**src/rtl/cache_pkg.sv**
```systemverilog
// Shared types and constants for the cache refill controller.
package cache_pkg;

   // Default line geometry; the controller recomputes these from its own parameters.
   localparam int CACHE_DATA_W     = 32;
   localparam int CACHE_LINE_WORDS = 4;
   localparam int LINE_BYTES       = CACHE_LINE_WORDS * CACHE_DATA_W / 8;
   localparam int OFFSET_W         = $clog2(LINE_BYTES);

   // One cache line as a packed array of beats, word 0 in the LSBs.
   typedef logic [CACHE_LINE_WORDS-1:0][CACHE_DATA_W-1:0] line_t;

   // Refill sequencing states.
   typedef enum logic [2:0] {
      IDLE    = 3'd0,
      WB_REQ  = 3'd1,
      WB_DATA = 3'd2,
      RD_REQ  = 3'd3,
      RD_DATA = 3'd4,
      FILL    = 3'd5
   } refill_state_e;

endpackage

```
**src/rtl/cache_refill_ctrl.sv**
```systemverilog
// Miss handler: optional dirty-victim write-back burst, then a read burst
// of the missing line, then one fill transfer back to the cache.
module cache_refill_ctrl
   import cache_pkg::*;
#(
   parameter int ADDR_W     = 32,
   parameter int DATA_W     = 32,
   parameter int LINE_WORDS = 4
) (
   input  logic                         clk,
   input  logic                         rst_n,
   input  logic                         miss_valid,
   output logic                         miss_ready,
   input  logic [ADDR_W-1:0]            miss_addr,
   input  logic                         victim_dirty,
   input  logic [ADDR_W-1:0]            victim_addr,
   input  logic [DATA_W*LINE_WORDS-1:0] victim_data,
   output logic                         mem_req_valid,
   input  logic                         mem_req_ready,
   output logic                         mem_req_we,
   output logic [ADDR_W-1:0]            mem_req_addr,
   output logic                         mem_wvalid,
   input  logic                         mem_wready,
   output logic [DATA_W-1:0]            mem_wdata,
   input  logic                         mem_rvalid,
   output logic                         mem_rready,
   input  logic [DATA_W-1:0]            mem_rdata,
   output logic                         fill_valid,
   input  logic                         fill_ready,
   output logic [ADDR_W-1:0]            fill_addr,
   output logic [DATA_W*LINE_WORDS-1:0] fill_data,
   output logic                         busy
);

   localparam int OFF_W  = $clog2(LINE_WORDS * DATA_W / 8);
   localparam int BEAT_W = $clog2(LINE_WORDS);
   localparam logic [BEAT_W-1:0] LAST_BEAT = BEAT_W'(LINE_WORDS - 1);
   localparam logic [BEAT_W-1:0] BEAT_ONE  = BEAT_W'(1);
   localparam logic [BEAT_W-1:0] BEAT_ZERO = BEAT_W'(0);

   // Clear the byte-offset-within-line bits of an address.
   function automatic logic [ADDR_W-1:0] line_align(input logic [ADDR_W-1:0] addr);
      line_align = addr & ({ADDR_W{1'b1}} << OFF_W);
   endfunction

   refill_state_e                         state_r;
   refill_state_e                         state_s;
   logic [BEAT_W-1:0]                     beat_r;
   logic [ADDR_W-1:0]                     miss_addr_r;
   logic [ADDR_W-1:0]                     victim_addr_r;
   logic [LINE_WORDS-1:0][DATA_W-1:0]     victim_data_r;
   logic [LINE_WORDS-1:0][DATA_W-1:0]     line_r;

   // State register; reset abandons any burst in flight.
   always_ff @(posedge clk or negedge rst_n) begin
      if (!rst_n) begin
         state_r <= IDLE;
      end else begin
         state_r <= state_s;
      end
   end

   // Next-state sequencing driven by the handshakes of the current state.
   always_comb begin
      state_s = state_r;
      case (state_r)
         IDLE: begin
            if (miss_valid) begin
               state_s = victim_dirty ? WB_REQ : RD_REQ;
            end else begin
               state_s = IDLE;
            end
         end
         WB_REQ: begin
            if (mem_req_ready) begin
               state_s = WB_DATA;
            end else begin
               state_s = WB_REQ;
            end
         end
         WB_DATA: begin
            if (mem_wready && (beat_r == LAST_BEAT)) begin
               state_s = RD_REQ;
            end else begin
               state_s = WB_DATA;
            end
         end
         RD_REQ: begin
            if (mem_req_ready) begin
               state_s = RD_DATA;
            end else begin
               state_s = RD_REQ;
            end
         end
         RD_DATA: begin
            if (mem_rvalid && (beat_r == LAST_BEAT)) begin
               state_s = FILL;
            end else begin
               state_s = RD_DATA;
            end
         end
         FILL: begin
            if (fill_ready) begin
               state_s = IDLE;
            end else begin
               state_s = FILL;
            end
         end
         default: begin
            state_s = IDLE;
         end
      endcase
   end

   // Control outputs decoded purely from the registered state.
   always_comb begin
      miss_ready    = 1'b0;
      busy          = 1'b1;
      mem_req_valid = 1'b0;
      mem_req_we    = 1'b0;
      mem_req_addr  = miss_addr_r;
      mem_wvalid    = 1'b0;
      mem_rready    = 1'b0;
      fill_valid    = 1'b0;
      case (state_r)
         IDLE: begin
            miss_ready = 1'b1;
            busy       = 1'b0;
         end
         WB_REQ: begin
            mem_req_valid = 1'b1;
            mem_req_we    = 1'b1;
            mem_req_addr  = victim_addr_r;
         end
         WB_DATA: begin
            mem_wvalid = 1'b1;
         end
         RD_REQ: begin
            mem_req_valid = 1'b1;
         end
         RD_DATA: begin
            mem_rready = 1'b1;
         end
         FILL: begin
            fill_valid = 1'b1;
         end
         default: begin
            miss_ready = 1'b0;
         end
      endcase
   end

   assign mem_wdata = victim_data_r[beat_r];
   assign fill_addr = miss_addr_r;
   assign fill_data = line_r;

   // Miss capture, beat counting and line assembly.
   always_ff @(posedge clk or negedge rst_n) begin
      if (!rst_n) begin
         beat_r        <= BEAT_ZERO;
         miss_addr_r   <= {ADDR_W{1'b0}};
         victim_addr_r <= {ADDR_W{1'b0}};
         victim_data_r <= {(DATA_W*LINE_WORDS){1'b0}};
         line_r        <= {(DATA_W*LINE_WORDS){1'b0}};
      end else begin
         case (state_r)
            IDLE: begin
               if (miss_valid) begin
                  miss_addr_r   <= line_align(miss_addr);
                  victim_addr_r <= line_align(victim_addr);
                  victim_data_r <= victim_data;
               end
            end
            WB_REQ, RD_REQ: begin
               if (mem_req_ready) begin
                  beat_r <= BEAT_ZERO;
               end
            end
            WB_DATA: begin
               if (mem_wready) begin
                  beat_r <= beat_r + BEAT_ONE;
               end
            end
            RD_DATA: begin
               if (mem_rvalid) begin
                  line_r[beat_r] <= mem_rdata;
                  beat_r         <= beat_r + BEAT_ONE;
               end
            end
            default: begin
               beat_r <= beat_r;
            end
         endcase
      end
   end

endmodule

```
**config.mk**
```make
export PLATFORM = sky130hd
export DESIGN_NAME = cache_refill_ctrl
export DESIGN_NICKNAME = d
export VERILOG_FILES = /design/src/rtl/cache_pkg.sv /design/src/rtl/cache_refill_ctrl.sv
export SDC_FILE = /design/constraint.sdc
export NUM_CORES = 1
export LEC_CHECK = 0
export ABC_AREA = 0
export CORE_AREA = 2 2 179 181
export DETAILED_ROUTE_END_ITERATION = 10
export DIE_AREA = 0 0 181 183
export PLACE_DENSITY = 0.84
export SYNTH_ARGS = -nofsm -noshare
export SYNTH_HDL_FRONTEND = slang
export SYNTH_SLANG_ARGS = --single-unit
```
**constraint.sdc**
```tcl
create_clock -name clk -period 4.7 [get_ports clk]
set_clock_uncertainty 0.05 [all_clocks]
set_input_delay 1.175 -clock clk [delete_from_list [all_inputs] [get_ports clk]]
set_output_delay 1.175 -clock clk [all_outputs]
set_load 0.05 [all_outputs]
```
# == Yosys cells after proc, flatten, opt, wreduce, memory -nomap -nowiden ==
# Cells that the tools add are included.
# op_classes
n_reduce_logical,9
magnitude_cmp,2
addsub,1
mux,25
eq_ne,9
# ops
op,count
$bwmux 128,1
$mux 32,3
$bmux 32 s2,1
$demux 32 s2,1
$pmux 3 s6,1
$mux 2,6
$mux 1,9
$eq 3x2->1 const B,2
$eq 3x3->1 const B,2
$mux 3,2
$pmux 2 s3,1
$ne 2x2->1 const B,2
$reduce_and 2->1,2
$reduce_and 4->1,1
$eq 3x1->1 const B,1
$logic_and 1x1->1,3
$logic_not 3->1,1
$lt 2x3->1 const B,1
$reduce_bool 3->1,1
$add 2x1->2 const B,1
$eq 2x2->1 const B,1
$ge 2x1->1 const B,1
$ne 2x1->1 const B,1
$reduce_or 2->1,1
# totals
word_cells,58
inputBits,232
output_inout_bits,231
regBits,317

# == Depth between registers and ports, before layout ==
# depth
ltp_word,5
depth_mapped,7
depth_no_buf,4

# == Worst setup path after synthesis ==
# No wires, ideal clock.
# synth_path
kind,reg-to-output
startpoint,reg state_r[2]
endpoint,out mem_req_addr[17]
path_buffers,3
path_slack_ps,1326
arrival_ps,2149
required_ps,3475
stages_incl_launch_ff,7
cell_sequence,dfrtp_1 buf_4 nor2b_2 and2b_1 buf_4 buf_4 mux2_2
# synth_via
elab_chain_cells,2
# synth_rtl
element,line_no,rtl
from (decl),cache_refill_ctrl.sv:46,refill_state_e state_r;
from (signal assigned),cache_refill_ctrl.sv:59,state_r <= state_s;
$eq 3x1->1,cache_refill_ctrl.sv:125,case (state_r)
$mux 32,cache_refill_ctrl.sv:125,
to (decl),cache_refill_ctrl.sv:21,"output logic [ADDR_W-1:0] mem_req_addr,"
# No other way between the ends.

# == Worst setup path in the final report ==
# layout_path
startpoint,reg state_r[0]
endpoint,out mem_req_addr[21]
# Same word-level chain as after synthesis.

==> tab_implementation.tex <==
\begin{tabular}{lr}
\hline
Metric & Value \\
\hline
\multicolumn{2}{l}{\textbf{Layout}} \\
\quad Commonest cells after routing, fill and taps aside & sky130\_fd\_sc\_hd\_\_clkdlybuf4s50\_1, sky130\_fd\_sc\_hd\_\_dfrtp\_1, sky130\_fd\_sc\_hd\_\_mux2\_2 \\
\quad Final net count & 1,467 \\
\quad Filler cell count & 2,277 \\
\quad FF+latch area & 7940 sq um \\
\quad Final cell count without fillers & 1,658 \\
\quad Core utilization of the finished layout & 0.628 \\
\quad Most common library cell in the layout ignoring fill and taps & sky130\_fd\_sc\_hd\_\_clkdlybuf4s50\_1 \\
\quad Area of all placed cells without fillers & 19,600 sq um \\
\quad Area taken by multi-input logic gates & 5290 sq um \\
\quad Area growth, synth to finish & 42.7\% \\
\quad Count of inserted antenna diode cells & 0 \\
\quad Ratio of cells with drive above 1 in the final layout & 0.271 \\
\multicolumn{2}{l}{\textbf{Logic synthesis}} \\
\quad Adder-cell share of the synthesized area & 0.00364 \\
\quad Simple-Gate Fraction of Synth Area & 0.0125 \\
\quad Share of Yosys cell area claimed by the top area cell type & 0.577 \\
\quad Average cell area after synthesis & 17.6 sq um \\
\quad Share of synthesized area occupied by flip-flops and latches & 0.577 \\
\quad Synthesized-area fraction occupied by xor and xnor cells & 0.000637 \\
\quad Multiplexer fraction of the synthesized cell area & 0.362 \\
\quad Post-synthesis instance total & 782 \\
\quad Summed instance area of the synthesized netlist & 13,700 sq um \\
\quad Leading area contributor after synthesis & sky130\_fd\_sc\_hd\_\_dfrtp\_1 \\
\quad Number of warnings reported in the yosys synthesis log & 0 \\
\quad Number of synthesized register bits & 317 \\
\quad Number of distinct library cells after synthesis & 33 \\
\quad Largest cells by area after synthesis & sky130\_fd\_sc\_hd\_\_dfrtp\_1, sky130\_fd\_sc\_hd\_\_mux2\_4, sky130\_fd\_sc\_hd\_\_mux2\_2 \\
\quad Dominant combinational cell family by area after synthesis & multiplexers \\
\quad Area fraction in compound gates after synthesis & 0.00346 \\
\multicolumn{2}{l}{\textbf{Die}} \\
\quad Floorplan row count & 65 \\
\quad Count of pins on the block boundary & 463 \\
\quad X dimension of the die & 181 um \\
\quad Height of the die & 183 um \\
\quad Area of the placeable core & 31,200 sq um \\
\quad Initial core utilization & 0.440 \\
\quad Die footprint & 33,100 sq um \\
\multicolumn{2}{l}{\textbf{STA}} \\
\quad Accumulated negative setup slack & 0 ns \\
\quad Unrepaired setup endpoints after global routing & false \\
\quad Peak Freq & 235 MHz \\
\quad Final setup vio count & 0 \\
\quad Final worst-path setup slack & 0.447 ns \\
\quad Final hold violations & 0 \\
\quad Slew headroom & 0.437 \\
\quad Slew Limit Fails & 0 \\
\quad Final worst hold slack & 0.433 ns \\
\quad Pin slew with the least headroom to its limit & 0.845 ns \\
\quad Final clock period utilization by the worst path & 0.905 \\
\quad Time the final worst path needs with I/O delays and setup & 4.25 ns \\
\multicolumn{2}{l}{\textbf{Placed design}} \\
\quad Final weighted congestion of routability-driven global placement & 0.824 \\
\quad Post-Place Cells & 1,596 \\
\quad Placement-stage worst setup slack & 0.981 ns \\
\quad Post-DP HPWL & 25,300 um \\
\quad Buffers added on ports & 446 \\
\quad Placed instance area & 18,400 sq um \\
\multicolumn{2}{l}{\textbf{Worst hold path}} \\
\quad Hold path startpoint & victim\_addr\_r[24] \\
\quad Min-delay worst type & reg2reg \\
\quad Number of cells on the worst hold path & 1 \\
\quad Worst Hold Endpoint & victim\_addr\_r[24] \\
\multicolumn{2}{l}{\textbf{Clocking}} \\
\quad Deepest clock path buffer count & 3 \\
\quad Clk slew on worst S/H paths & 0.06 ns \\
\quad Clock tree from TritonCTS & yes \\
\quad Setup Buffers After CTS & 0 \\
\quad H-tree levels & 2 \\
\quad Count of hold-fix buffers inserted at cts & 0 \\
\quad Number of clock buffers inserted by TritonCTS & 35 \\
\quad Number of clock sinks seen by CTS & 317 \\
\quad Clock root buffer & sky130\_fd\_sc\_hd\_\_clkbuf\_16 \\
\quad Post-CTS sizing & 0 \\
\quad Insertion delay to the later sink of the worst-skew pair & 0.50 ns \\
\multicolumn{2}{l}{\textbf{Drt}} \\
\quad Total iterations of the first detailed-routing run & 4 \\
\quad Via Count & 8,449 \\
\quad Number of vias per cell after detailed routing & 5.10 \\
\quad Final routed wire length divided by cell count & 21.3 um \\
\quad \# DRC & 0 \\
\quad Final routed wirelength across all metal layers & 35,400 um \\
\quad Initial detailed-routing violation count & 248 \\
\quad Number of nets with antenna violations after routing & 0 \\
\multicolumn{2}{l}{\textbf{Power and ir drop}} \\
\quad Worst VDD drop & 0.438 mV \\
\quad Leakage power of the design & 8.73 nW \\
\quad Total chip power & 14.6 mW \\
\quad Cell area power density & 745 nW/um\^{}2 \\
\multicolumn{2}{l}{\textbf{Global route}} \\
\quad Via count of the first global-routing pass & 9,221 \\
\quad Initial antenna violation count & 1 \\
\quad Maximum number of pins on one net before global-route repair & 112 \\
\quad Global-route wire length before repair & 55,400 um \\
\quad Overall routing resource usage & 0.215 \\
\quad Gr ovfl total & 0 \\
\multicolumn{2}{l}{\textbf{Setup path}} \\
\quad Startpoint types & register \\
\quad Worst flop-to-flop path endpoint & fill\_data[0] \\
\quad Required arrival time at the worst endpoint & 3.47 ns \\
\quad Kind of critical path & reg2out \\
\quad Logic depth of the worst register-to-register path & 5 \\
\quad Data arrival at the endpoint of the critical path & 3.03 ns \\
\quad R2r startpoint & beat\_r[1] \\
\quad Reg-to-reg setup timing slack & 2.10 ns \\
\quad Sort of element at the end of the critical path & output pin \\
\quad Critical path fanouts, max & 29 \\
\multicolumn{2}{l}{\textbf{Outcome}} \\
\quad Result of the run & finished, final reports clean \\
\multicolumn{2}{l}{\textbf{Flow run}} \\
\quad Max-capacitance violation count & 0 \\
\hline
\end{tabular}
==> synth_stat cells (all sizes together) <==
library cell and n:
nor3b 5, a211oi 2, inv 3, a32o 1, nand3 1, xnor2 1, and2 2, conb 1
nor2 1, nor3 2, o21ai 1, mux4 32, and4bb 1, ha 4, a311oi 1, nand2 5
and2b 1, nor4bb 1, mux2 342, clkbuf 5, a32oi 1, nor2b 2, buf 50, dfrtp 317
==> worst max-delay path: stages, from the launching register on <==
cell                              delay [ns]
sky130_fd_sc_hd__dfrtp_1                0.57
sky130_fd_sc_hd__nor2b_2                0.28
sky130_fd_sc_hd__and2b_1                0.14
sky130_fd_sc_hd__buf_4                  0.37
sky130_fd_sc_hd__mux2_2                 0.42
sky130_fd_sc_hd__clkdlybuf4s50_1        0.71
==> worst max path at each step <==
stage	slack [ns]	to	cells after the start	from
6_report	0.45	mem_req_addr[21]	5	state_r[0]
5_1_grt	0.28	mem_req_addr[8]	5	state_r[0]
4_1_cts	0.44	mem_req_addr[8]	5	state_r[0]
3_5_place_dp	0.98	mem_req_addr[8]	5	state_r[0]
3_3_place_gp	1.03	mem_req_addr[8]	5	state_r[0]
2_1_floorplan	1.33	mem_req_addr[17]	6	state_r[2]
==> state kept, by name (all words and copies together) (netlist names) <==
signal / cells
fill_data: 128
victim_data_r: 128
fill_addr: 28
victim_addr_r: 28
state_r: 3
beat_r: 2
==> power by group <==
part | total [mW] | leakage (nW) | switching (mW) | internal, mW
logic | 7.21 | 4.14 | 4.19 | 3.03
clock network | 2.88 | 0.610 | 1.08 | 1.80
registers | 4.51 | 3.98 | 0.692 | 3.82
==> final cells by class <==
cell class	count	share of cell area
Clock buffer	55	0.0573
Tap cell	402	0.0256
Timing Repair Buffer	460	0.236
Sequential cell	317	0.405
Clock inverter	7	0.00574
Multi-Input combinational cell	414	0.270
Inverter	3	0.000574
==> kinds of logic after synthesis <==
logic type | Yosys count
and+or+nand+nor | 21
DFF | 317
muxes | 374
other | 1
AOI/OAI and AO/OA | 6
xor gates and xnor gates | 1
buffers and inverters | 58
adders and majority gates | 4
==> metal layers <==
layer | share of wire | routed length [um] | vias up | GRT usage
met5 | 0.00034 | 12 | - | 0
met4 | 0.031 | 1090 | 2 | 0.0706
met3 | 0.092 | 3260 | 71 | 0.0751
met2 | 0.49 | 17300 | 338 | 0.365
met1 | 0.39 | 13800 | 4305 | 0.257
li1 | - | - | 3733 | -
Note: power is estimated with default switching activity, not from simulation.
